## config.mk

```make
export PLATFORM = sky130hd
export DESIGN_NAME = fifo_param
export DESIGN_NICKNAME = d
export VERILOG_FILES = /design/src/rtl/fifo_pkg.sv /design/src/rtl/fifo_ram.sv /design/src/rtl/fifo_param.sv
export SDC_FILE = /design/constraint.sdc
export NUM_CORES = 1
export LEC_CHECK = 0
export CAP_MARGIN = 20
export CORE_AREA = 2 2 92 94
export CTS_BUF_LIST = sky130_fd_sc_hd__clkbuf_16
export DETAILED_ROUTE_END_ITERATION = 6
export DIE_AREA = 0 0 94 96
export GPL_ROUTABILITY_DRIVEN = 0
export GPL_TIMING_DRIVEN = 0
export PLACE_DENSITY = 0.73
export RECOVER_POWER = 25
export SLEW_MARGIN = 15
export SYNTH_ARGS = -nofsm -noshare
export SYNTH_HDL_FRONTEND = slang
export SYNTH_SLANG_ARGS = --single-unit
```

## constraint.sdc

```tcl
create_clock -name clk -period 3.74 [get_ports clk]
set_input_delay 0.935 -clock clk [delete_from_list [all_inputs] [get_ports clk]]
set_output_delay 0.935 -clock clk [all_outputs]
set_load 0.02 [all_outputs]
```

## src/rtl/fifo_pkg.sv

```systemverilog
// rtl/fifo_pkg.sv - shared constants for the parametrised FIFO
//
// Purpose: default geometry and read-mode encoding for fifo_param.
package fifo_pkg;

  // Default geometry
  localparam int FIFO_DATA_SIZE_DEF = 8;
  localparam int FIFO_ADDR_SIZE_DEF = 3;

  // Read-mode encoding for the FWFT parameter
  localparam int FWFT_REGISTERED = 0;  // data_out registered on pop, 1-cycle latency
  localparam int FWFT_SHOW_AHEAD = 1;  // head word visible while non-empty

endpackage

```

## src/rtl/fifo_ram.sv

```systemverilog
// rtl/fifo_ram.sv - dual-port storage array for fifo_param
//
// Purpose: DATA_SIZE x 2**ADDR_SIZE array with a synchronous write port
//          and an asynchronous read port. Contents are not reset.
// Ports:
//   clk    - write clock
//   we     - write enable (accepted push)
//   waddr  - write address (write pointer)
//   wdata  - write data
//   raddr  - read address (read pointer)
//   rdata  - read data, combinational from raddr
module fifo_ram #(
  parameter int DATA_SIZE = 8,
  parameter int ADDR_SIZE = 3
) (
  input  logic                 clk,
  input  logic                 we,
  input  logic [ADDR_SIZE-1:0] waddr,
  input  logic [DATA_SIZE-1:0] wdata,
  input  logic [ADDR_SIZE-1:0] raddr,
  output logic [DATA_SIZE-1:0] rdata
);

  logic [DATA_SIZE-1:0] mem [2**ADDR_SIZE];

  always_ff @(posedge clk) begin
    if (we) begin
      mem[waddr] <= wdata;
    end
  end

  assign rdata = mem[raddr];

endmodule

```

## src/rtl/fifo_param.sv

```systemverilog
// rtl/fifo_param.sv - parametrised synchronous FIFO with thresholds, pause and sticky error
//
// Purpose: single-clock FIFO between a producer and a consumer. fifo_pause
//          is the producer backpressure (hysteresis between af_thr/ae_thr).
// Ports:
//   clk, reset_L         - clock, asynchronous active-low reset
//   push, data_in        - write request and data
//   pop                  - read request
//   af_thr, ae_thr       - almost-full / almost-empty thresholds
//   err_clr              - clears the sticky fifo_error
//   data_out, valid_out  - read data and its qualifier (mode depends on FWFT)
//   data_count           - occupancy 0..DEPTH
//   fifo_full/empty      - occupancy flags
//   almost_full/empty    - threshold flags
//   fifo_error           - sticky overflow/underflow
//   fifo_pause           - producer backpressure
module fifo_param
  import fifo_pkg::*;
#(
  parameter int DATA_SIZE = FIFO_DATA_SIZE_DEF,
  parameter int ADDR_SIZE = FIFO_ADDR_SIZE_DEF,
  parameter int FWFT      = FWFT_REGISTERED
) (
  input  logic                 clk,
  input  logic                 reset_L,
  input  logic                 push,
  input  logic                 pop,
  input  logic [DATA_SIZE-1:0] data_in,
  input  logic [ADDR_SIZE:0]   af_thr,
  input  logic [ADDR_SIZE:0]   ae_thr,
  input  logic                 err_clr,
  output logic [DATA_SIZE-1:0] data_out,
  output logic                 valid_out,
  output logic [ADDR_SIZE:0]   data_count,
  output logic                 fifo_full,
  output logic                 fifo_empty,
  output logic                 almost_full,
  output logic                 almost_empty,
  output logic                 fifo_error,
  output logic                 fifo_pause
);

  localparam logic [ADDR_SIZE:0] DEPTH = (ADDR_SIZE+1)'(2**ADDR_SIZE);

  logic [ADDR_SIZE-1:0] wr_ptr;
  logic [ADDR_SIZE-1:0] rd_ptr;
  logic [ADDR_SIZE:0]   count;
  logic [ADDR_SIZE:0]   count_nxt;
  logic [DATA_SIZE-1:0] rd_data;
  logic                 push_acc;
  logic                 pop_acc;
  logic                 err_evt;

  // Flags are combinational from the registered count so they reflect a
  // transfer on the cycle after it is accepted.
  assign fifo_full    = (count == DEPTH);
  assign fifo_empty   = (count == '0);
  assign almost_full  = (count >= af_thr);
  assign almost_empty = (count != '0) && (count <= ae_thr);
  assign data_count   = count;

  // A pop on full frees a slot in the same cycle, so a concurrent push is taken.
  assign pop_acc  = pop & ~fifo_empty;
  assign push_acc = push & (~fifo_full | pop_acc);
  assign err_evt  = (push & ~push_acc) | (pop & fifo_empty);

  always_comb begin
    count_nxt = count;
    case ({push_acc, pop_acc})
      2'b10:   count_nxt = count + 1'b1;
      2'b01:   count_nxt = count - 1'b1;
      default: count_nxt = count;
    endcase
  end

  always_ff @(posedge clk or negedge reset_L) begin
    if (!reset_L) begin
      wr_ptr     <= '0;
      rd_ptr     <= '0;
      count      <= '0;
      fifo_error <= 1'b0;
      fifo_pause <= 1'b0;
    end else begin
      if (push_acc) wr_ptr <= wr_ptr + 1'b1;
      if (pop_acc)  rd_ptr <= rd_ptr + 1'b1;
      count <= count_nxt;
      // New error in the clear cycle keeps the flag set.
      fifo_error <= err_evt | (fifo_error & ~err_clr);
      // Hysteresis; set has priority if thresholds overlap.
      if (count_nxt >= af_thr) begin
        fifo_pause <= 1'b1;
      end else if (count_nxt <= ae_thr) begin
        fifo_pause <= 1'b0;
      end
    end
  end

  fifo_ram #(
    .DATA_SIZE (DATA_SIZE),
    .ADDR_SIZE (ADDR_SIZE)
  ) u_ram (
    .clk   (clk),
    .we    (push_acc),
    .waddr (wr_ptr),
    .wdata (data_in),
    .raddr (rd_ptr),
    .rdata (rd_data)
  );

  generate
    if (FWFT == FWFT_SHOW_AHEAD) begin : g_show_ahead
      assign data_out  = rd_data;
      assign valid_out = ~fifo_empty;
    end else begin : g_registered
      always_ff @(posedge clk or negedge reset_L) begin
        if (!reset_L) begin
          data_out  <= '0;
          valid_out <= 1'b0;
        end else begin
          valid_out <= pop_acc;
          if (pop_acc) data_out <= rd_data;
        end
      end
    end
  endgenerate

endmodule

```

==> summary.txt, run 1 <==
Register area share after synthesis = 61.9%
Antenna violations before repair = 0
Worst EP arrival = 3830 ps
RSZ-0062 raised after global routing = no
Net Count, Synth = 328
Worst-path maximum fanout = 10
LEAKAGE = 1.95 nW
DPL Wire Length = 5360 microns
Largest family of logic cells by synthesized area = multiplexers
Initial core utilization = 49.1%
Inst Count DP = 433
VDD IR max = 368 uV
Critical path launch point type = flop
Status = complete, no violations
Input/output buffers = 39
Synth warn = 0
Max Freq = 0.277 GHz
Worst Tran Pin Value = 937 ps
Cell variety after synth = 43
Cells after Synth = 286
Most common cell after layout, fill and taps aside = edfxtp_1
First-pass GRT wire length = 12200 microns
Via-to-Cell Ratio = 5.47
Htree depth = 3
Fin cells = 457
Drt pass-1 iters = 4
Power density over the cells = 784 nW/um^2
Final core occ = 61.5%
Most frequent cells in the layout = edfxtp_1, clkdlybuf4s50_1, nand2_1, ha_1
Worst skew pair latency = 330 ps
CTS root buffer = clkbuf_16
Vias in the first global route = 2474
Nets = 389
Number of fill cells in the layout = 616
Max Slew Vio Count = 0
CTS tree = built
Grt total ovfl = 0
Drt wl/cell = 16.7 microns
DP Worst Slack = -750 ps
Maxcap violations = 0
Worst Setup Slack, final = 129 ps
Ports = 40
Area growth syn-to-layout = 25.3%
Layout cell share with drive strength beyond 1 = 19.3%
Final wirelength = 7620 microns
Cts bufs inserted = 9
Min-Delay Path Class = flop to flop
Post-synthesis mux area share = 9.47%
Data required, critical path = 3960 ps
Setup Viol. Count Final = 0
Final period util = 96.6%
Placed cell area = 4500 sq um
Bufs on Longest Clock Path = 2
CORE AREA = 8050 sq um
Via count = 2499
Overall Global Routing Usage = 18.0%
Clock slew at reported path FFs = 70 ps
Crit path capture type = flop
Final hold slack = 476 ps
Skew final = 6.67 ps
#FFs+latches synth = 85
CTS sink count = 85
Post-synthesis compound-gate area fraction = 9.25%
Antenna Violating Nets Remaining = 0
Area of the multi-input gates = 1460 sq um
Critical path type = flop to flop
# diodes = 0
Async set or reset register ratio after synthesis = 24.7%
Slew headroom = 37.3%
XOR/XNOR Fraction of Synth Area = 1.11%
Fin. Hold Viols = 0
Tmin final = 3610 ps
Die Ht = 96 microns
Ys flop type = edfxtp_1
Iteration-0 DRC Markers = 122
Die Span X = 94 microns
Row Count = 33
Post-synthesis adder-cell area fraction = 6.84%
Largest net degree at the start of global routing = 22
Simple-gate area share of the yosys netlist = 8.45%
DRC viols = 0
Die Footprint = 9020 sq um
Finished Cell Area = 4950 sq um
Syn avg cell area = 13.8 sq um
Synth Cell Area = 3950 sq um
EDFF count, synth = 64
Register area = 2450 sq um
report_power, final:
group	total, W	internal, W	switching [W]
Combinational	0.00159	0.000765	0.000828
Clock	0.000914	0.000534	0.000380
Sequential	0.00138	0.00123	0.000142
Total	0.00388	0.00253	0.00135
per-layer routing:
layer  global-route usage, %  vias up  wire, microns  share of wire, %
met3                    3.76        2            328               4.3
met4                    5.92        0             30              0.39
met1                    24.3     1228           3500                46
met2                    29.4       64           3750                49
li1                        -     1205              -                 -
met5                       0        -              0                 0
path summary, 6_finish.rpt:
path	startpoint	to	slack, ps	depth (start not counted)
max	data_count[0]$_DFF_PN0_	fifo_pause$_DFFE_PN0P_	130	13
min	data_out[4]$_DFFE_PN0N_	data_out[4]$_DFFE_PN0N_	480	2
max reg2reg	data_count[0]$_DFF_PN0_	fifo_pause$_DFFE_PN0P_	130	13
min reg2reg	data_out[4]$_DFFE_PN0N_	data_out[4]$_DFFE_PN0N_	480	2
max in group asynchronous	reset_L	data_count[2]$_DFF_PN0_	1980	1
min in group asynchronous	reset_L	data_count[1]$_DFF_PN0_	1130	1
critical path, cell delays in order, from the launching register on:
cell      delay [ps]
dfrtp_2          450
or4_4            550
nand2_2          130
buf_6            160
nor2_4            60
fa_1             410
xor2_2           220
nor3b_1           80
o31a_1           290
nor4_4           370
ha_1             310
o211ai_1         100
a21oi_1          100
a211o_1          270
synthesized netlist by cell type (all sizes together), types with 2 or more instances:
library cell  count  share of area (%)
a221o             9                2.3
inv              11                1.0
nand2b            8                1.3
a21o              6                1.1
dfrtp            21                 13
a211o             2               0.44
o21ai            11                1.4
o22ai             9                1.4
nor2b             7                1.1
nor4              2               0.48
mux2             19                5.4
ha               20                6.3
nand4             2               0.32
edfxtp           64                 49
nand2            25                2.4
buf              10                1.8
nor3              9                1.1
xnor2             4               0.89
a21oi             6               0.76
a211oi            2               0.38
mux2i            16                4.1
nor2              9               0.92
cells by family after synthesis:
logic type	after synthesis
flip-flops	85
AO/OA/AOI/OAI	52
buffers and inverters	22
XOR/XNOR	5
AND/OR/NAND/NOR	66
adder cells (fa/ha/maj)	21
multiplexers	35
sequential cells by signal (all words and copies together), names as in the netlist:
register	flops
fifo_pause	1
fifo_error	1
data_out	8
rd_ptr	3
valid_out	1
wr_ptr	3
data_count	4
u_ram.mem	64
repair_timing:
action | CTS | global route
setup endpoints to repair | 3 | 1
pin swaps | 3 | 4
hold buffers | 0 | 0
buffers inserted | 0 | 8
cloned | 0 | 0
gates resized for setup | 14 | 7
layout make-up:
cell class	instances	area share [%]
Sequential cell	85	49.5
Tap cell	105	2.65
Clock buffer	9	4.55
Multi-Input combinational cell	179	29.4
Timing Repair Buffer	50	9.45
Clock inverter	7	1.77
Buffer	11	1.82
Inverter	11	0.834
metrics by stage:
step                      power [W]  setup TNS (ps)
final                       0.00388               0
after global placement      0.00283           -1380
after detailed placement    0.00289            -921
after CTS                   0.00384               0
after floorplan             0.00237               0
after global routing        0.00411               0
No activity file was read; power rests on OpenSTA's default activity.
==> run 2, diff against run 1 <==
--- a/config.mk
+++ b/config.mk
@@ -14,6 +14,7 @@
 export GPL_TIMING_DRIVEN = 0
 export PLACE_DENSITY = 0.73
 export RECOVER_POWER = 25
+export SKIP_LAST_GASP = 1
 export SLEW_MARGIN = 15
 export SYNTH_ARGS = -nofsm -noshare
 export SYNTH_HDL_FRONTEND = slang
==> run 2 against run 1 <==
- clock power about the same
- final cell count decreased by 1.8%
- setup slack improved by 6.6 ps
- sequential cell count unchanged
- routed wire length decreased by 0.42%
- clock-buffer cell count unchanged
- clock skew about the same
- worst hold slack about the same
- first-iteration DRC count increased by 0.82%
- global-route usage decreased by 0.17 points
- via count decreased by 0.92%
==> summary.txt, run 2 (synthesized netlist as in run 1, its figures left out) <==
Worst EP arrival = 3820 ps
Max Slew Vio Count = 0
Status = complete, no violations
CP peak stage delay = 620 ps
Final period util = 96.4%
Bufs on Longest Clock Path = 2
RSZ-0062 raised after global routing = no
Delay-heaviest family, CP = simple AND/OR/NAND/NOR gates
Input/output buffers = 39
Inst Count DP = 433
Largest net degree at the start of global routing = 22
VDD IR max = 368 uV
LEAKAGE = 1.91 nW
Drt wl/cell = 16.9 microns
First-pass GRT wire length = 12100 microns
Most frequent cells in the layout = edfxtp_1, clkdlybuf4s50_1, nand2_1, dfrtp_1
Clock slew at reported path FFs = 70 ps
Max Freq = 0.277 GHz
Max FFs per register = 64
CORE AREA = 8050 sq um
Nets = 381
Overall Global Routing Usage = 17.9%
Final core occ = 60.7%
Skew final = 6.63 ps
Final hold slack = 476 ps
Antenna violations before repair = 0
Initial core utilization = 49.1%
Vias in the first global route = 2448
Fin. Hold Viols = 0
Min-Delay Path Class = flop to flop
CTS sink count = 85
DP Worst Slack = -750 ps
Antenna Violating Nets Remaining = 0
Drt pass-1 iters = 4
Most common cell after layout, fill and taps aside = edfxtp_1
Worst-path maximum fanout = 12
DRC viols = 0
Worst path slowest cell = or4_4
CTS root buffer = clkbuf_16
Critical path launch point type = flop
Critical path type = flop to flop
Top reg by flops = u_ram.mem
Worst skew pair latency = 330 ps
Slew headroom = 36.7%
Worst Tran Pin Value = 947 ps
Fin cells = 449
Tmin final = 3600 ps
Crit path cell chain = or4_4 > nand2_8 > nor2_4 > fa_1 > xor2_1 > nor3b_1 > o31a_1 > nor4_4 > ha_1 > o211ai_1 > a21oi_1 > a211o_1
Area growth syn-to-layout = 23.7%
Power density over the cells = 780 nW/um^2
Layout cell share with drive strength beyond 1 = 16.9%
Die Span X = 94 microns
Iteration-0 DRC Markers = 123
Hold-fix buffers, CTS = 0
Maxcap violations = 0
Buf/Inv on CP = 0
Data required, critical path = 3960 ps
Grt total ovfl = 0
Setup Viol. Count Final = 0
# diodes = 0
Ports = 40
Die Footprint = 9020 sq um
CTS tree = built
Via count = 2476
Placed cell area = 4500 sq um
Worst Setup Slack, final = 136 ps
Cts bufs inserted = 9
DPL Wire Length = 5360 microns
Finished Cell Area = 4890 sq um
Final wirelength = 7580 microns
Via-to-Cell Ratio = 5.51
Htree depth = 3
Crit path capture type = flop
Die Ht = 96 microns
Row Count = 33
[run 2: changes by cell type in the layout (fill, tap and decap cells not counted), sizes merged]
cell / previous run / this run
buf: 21 / 13
[run 2: area by class of cell]
class	instances	area (sq um)
Buffer	10	78.8
Tap cell	105	131
Timing Repair Buffer	43	415
Multi-Input combinational cell	179	1460
Clock buffer	9	225
Fill cell	618	3160
Sequential cell	85	2450
Inverter	11	41.3
Clock inverter	7	87.6
[run 2: timing repair]
action	4_1_cts	5_1_grt
pin swaps	1	3
gates resized for setup	7	10
gates cloned	0	0
setup endpoints to repair	3	1
buffers inserted	0	1
[run 2: worst paths after layout]
| check | endpoint | cells past startpoint | start | slack [ps] |
|---|---|---|---|---|
| setup / recovery | fifo_pause$_DFFE_PN0P_ | 12 | data_count[0]$_DFF_PN0_ | 140 |
| hold reg to reg | data_out[2]$_DFFE_PN0N_ | 2 | data_out[2]$_DFFE_PN0N_ | 480 |
| max in group asynchronous | data_count[1]$_DFF_PN0_ | 1 | reset_L | 1970 |
| hold / removal | data_out[2]$_DFFE_PN0N_ | 2 | data_out[2]$_DFFE_PN0N_ | 480 |
| setup reg to reg | fifo_pause$_DFFE_PN0P_ | 12 | data_count[0]$_DFF_PN0_ | 140 |
| min in group asynchronous | data_count[0]$_DFF_PN0_ | 1 | reset_L | 1130 |
[run 2: report_power, final]
group / switching (W) / internal [W]
Combinational: 0.000789 / 0.000718
Clock: 0.000379 / 0.000534
Sequential: 0.000161 / 0.00123
[run 2: worst reg2reg max path: stages, from the launching register on]
cell	delay, ps
dfrtp_1	500
or4_4	620
nand2_8	150
nor2_4	60
fa_1	370
xor2_1	260
nor3b_1	90
o31a_1	290
nor4_4	360
ha_1	310
o211ai_1	100
a21oi_1	100
a211o_1	270
[run 2: through the flow]
step           setup TNS (ps)  power [W]
3_5_place_dp             -921    0.00289
3_3_place_gp            -1380    0.00283
5_1_grt                     0    0.00404
2_1_floorplan               0    0.00237
4_1_cts                  -141    0.00381
6_report                    0    0.00381
[run 2: routing by layer]
metal | part of all wire (%) | track usage [%] | vias to the layer above
met5 | 0 | 0 | -
met2 | 49 | 29.2 | 67
met1 | 47 | 24.3 | 1215
met4 | 0.40 | 5.43 | 0
li1 | - | - | 1192
met3 | 4.3 | 3.68 | 2
==> run 3, diff against run 2 <==
--- a/config.mk
+++ b/config.mk
@@ -11,7 +11,6 @@
 export DETAILED_ROUTE_END_ITERATION = 6
 export DIE_AREA = 0 0 94 96
 export GPL_ROUTABILITY_DRIVEN = 0
-export GPL_TIMING_DRIVEN = 0
 export PLACE_DENSITY = 0.73
 export RECOVER_POWER = 25
 export SKIP_LAST_GASP = 1
==> run 3 against run 2 <==
- first-iteration DRC count decreased by 43%
- clock power decreased by 3.2%
- cell area unchanged
- worst hold slack got worse by 2.6 ps
- setup slack improved by 8.9 ps
- combinational power about the same
- register-to-register slack improved by 200 ps
- maximum frequency increased by 0.25%
- sequential share of layout area about the same
- global-route usage about the same
- largest power group unchanged
- clock skew increased by 1.0 ps
- clock-buffer cell count unchanged
==> summary.txt, run 3 (synthesized netlist as in run 1, its figures left out) <==
Status = complete, no violations
First-pass GRT wire length = 12000 microns
Most frequent cells in the layout = edfxtp_1, clkdlybuf4s50_1, buf_4, nand2_1, dfrtp_1
Worst skew pair latency = 330 ps
Drt wl/cell = 16.0 microns
Input/output buffers = 39
Fin cells = 460
Nets = 392
Die Ht = 96 microns
Delay-heaviest family, CP = buffers and inverters
Data required, critical path = 2800 ps
Ports = 40
Die Span X = 94 microns
Antenna violations before repair = 0
LEAKAGE = 1.93 nW
Antenna Violating Nets Remaining = 0
Worst-path maximum fanout = 2
DPL Wire Length = 5100 microns
Maxcap violations = 0
Most common cell after layout, fill and taps aside = edfxtp_1
Worst EP arrival = 2660 ps
R2R Setup Slk = 340 ps
Final wirelength = 7370 microns
Inst Count DP = 444
Flop pwr share = 36.6%
Drt pass-1 iters = 6
Min-Delay Path Class = flop to flop
# diodes = 0
Via count = 2467
Tmin final = 3600 ps
Power density over the cells = 774 nW/um^2
Max FFs per register = 64
Final hold slack = 474 ps
Iteration-0 DRC Markers = 70
Grt total ovfl = 0
CTS sink count = 85
Top reg by flops = u_ram.mem
Via-to-Cell Ratio = 5.36
VDD IR max = 385 uV
DP Worst Slack = -169 ps
Initial core utilization = 49.1%
Worst path slowest cell = clkdlybuf4s50_1
Area growth syn-to-layout = 23.7%
CORE AREA = 8050 sq um
CTS root buffer = clkbuf_16
Total net switching power = 0.00129 W
RSZ-0062 raised after global routing = no
Cts bufs inserted = 9
DRC viols = 0
Buf/Inv on CP = 3
Combinational power share = 40.0%
Max Freq = 0.278 GHz
Overall Global Routing Usage = 17.8%
Setup Viol. Count Final = 0
CP peak stage delay = 450 ps
Final period util = 96.1%
Slew headroom = 30.0%
Critical path type = primary input to primary output
Internal power = 0.00249 W
Largest net degree at the start of global routing = 24
Crit path capture type = primary output
Crit path cell chain = clkdlybuf4s50_1 > inv_1 > ha_1 > nor2b_1 > o21ai_0 > a21oi_1 > a211oi_1 > dlygate4sd2_1
Die Footprint = 9020 sq um
Critical path launch point type = primary input
Bufs on Longest Clock Path = 2
Clock power frac = 23.4%
Setup bufs post-CTS = 0
Worst Tran Pin Value = 1050 ps
Switching share of power = 34.0%
Vias in the first global route = 2425
Worst Setup Slack, final = 145 ps
Fin. Hold Viols = 0
Layout cell share with drive strength beyond 1 = 18.0%
Row Count = 33
CTS tree = built
Max Slew Vio Count = 0
Skew final = 7.68 ps
Clock slew at reported path FFs = 60 ps
Number of fill cells in the layout = 631
Htree depth = 3
## run 3: changes by cell type in the layout (fill, tap and decap cells not counted), moves of 2 or more
| cell | delta |
|---|---|
| dlymetal6s2s_1 | -2 |
| clkdlybuf4s50_1 | +2 |
| nor3_1 | +2 |
| nor3_2 | -2 |
| clkinvlp_4 | +2 |
| inv_8 | -2 |
| buf_4 | +21 |
| buf_1 | -2 |
| buf_2 | -3 |
| buf_6 | -4 |
## run 3: worst register-to-register path: stages, from the launching register on
cell	delay, ps
dfrtp_1	380
or4_4	580
nand2_2	100
nor2_1	50
buf_4	140
fa_1	370
xor2_1	220
nor3b_1	90
o31a_1	250
nor4_2	270
buf_4	160
ha_1	240
o211ai_1	110
a21oi_1	80
a211o_1	260
## run 3: power groups by stage
stage	logic (W)	clock network, W	registers (W)
after global placement	0.00149	0	0.00139
after CTS	0.00152	0.000897	0.00139
after detailed placement	0.00152	0	0.00140
final	0.00151	0.000884	0.00139
after global routing	0.00167	0.000937	0.00141
after floorplan	0.000914	0	0.00146
## run 3: layout make-up
type                            instances  area [sq um]  share of cell area (%)
Clock inverter                          7          75.1                    1.54
Timing Repair Buffer                   64           576                    11.8
Multi-Input combinational cell        179          1390                    28.5
Inverter                               11          41.3                   0.845
Tap cell                              105           131                    2.69
Clock buffer                            9           225                    4.61
Sequential cell                        85          2450                    50.1
## run 3: final timing paths
kind | start | endpoint | depth (start not counted)
setup / recovery | ae_thr[1] | almost_empty | 8
hold / removal | data_out[0]$_DFFE_PN0N_ | data_out[0]$_DFFE_PN0N_ | 2
setup reg to reg | data_count[1]$_DFF_PN0_ | fifo_pause$_DFFE_PN0P_ | 14
hold reg to reg | data_out[0]$_DFFE_PN0N_ | data_out[0]$_DFFE_PN0N_ | 2
max in group asynchronous | reset_L | rd_ptr[1]$_DFFE_PN0N_ | 1
min in group asynchronous | reset_L | rd_ptr[2]$_DFFE_PN0N_ | 1
## run 3: per-layer routing
metal	vias up	global-route usage, %	wire (microns)
li1	1208	-	-
met1	1193	25.7	3630
met2	57	27.4	3360
met3	9	3.21	305
met4	0	6.40	82
met5	-	0	0
## run 3: timing repair
item | in CTS | in global routing
gates resized for setup | 2 | 1
endpoints found under the setup margin | 2 | 1
hold buffers | 0 | 0
## run 3: per-stage QoR
| step | total power [W] | cell area (sq um) | setup TNS (ps) | util (%) |
|---|---|---|---|---|
| 2_1_floorplan | 0.00237 | 3950 | 0 | - |
| 5_1_grt | 0.00402 | 4890 | 0 | 60.7 |
| 4_1_cts | 0.00380 | 4880 | 0 | 60.7 |
| 6_report | 0.00378 | 4890 | 0 | 60.7 |
| 3_5_place_dp | 0.00292 | 4590 | -344 | 57.0 |
| 3_3_place_gp | 0.00289 | 4590 | -207 | 57.0 |
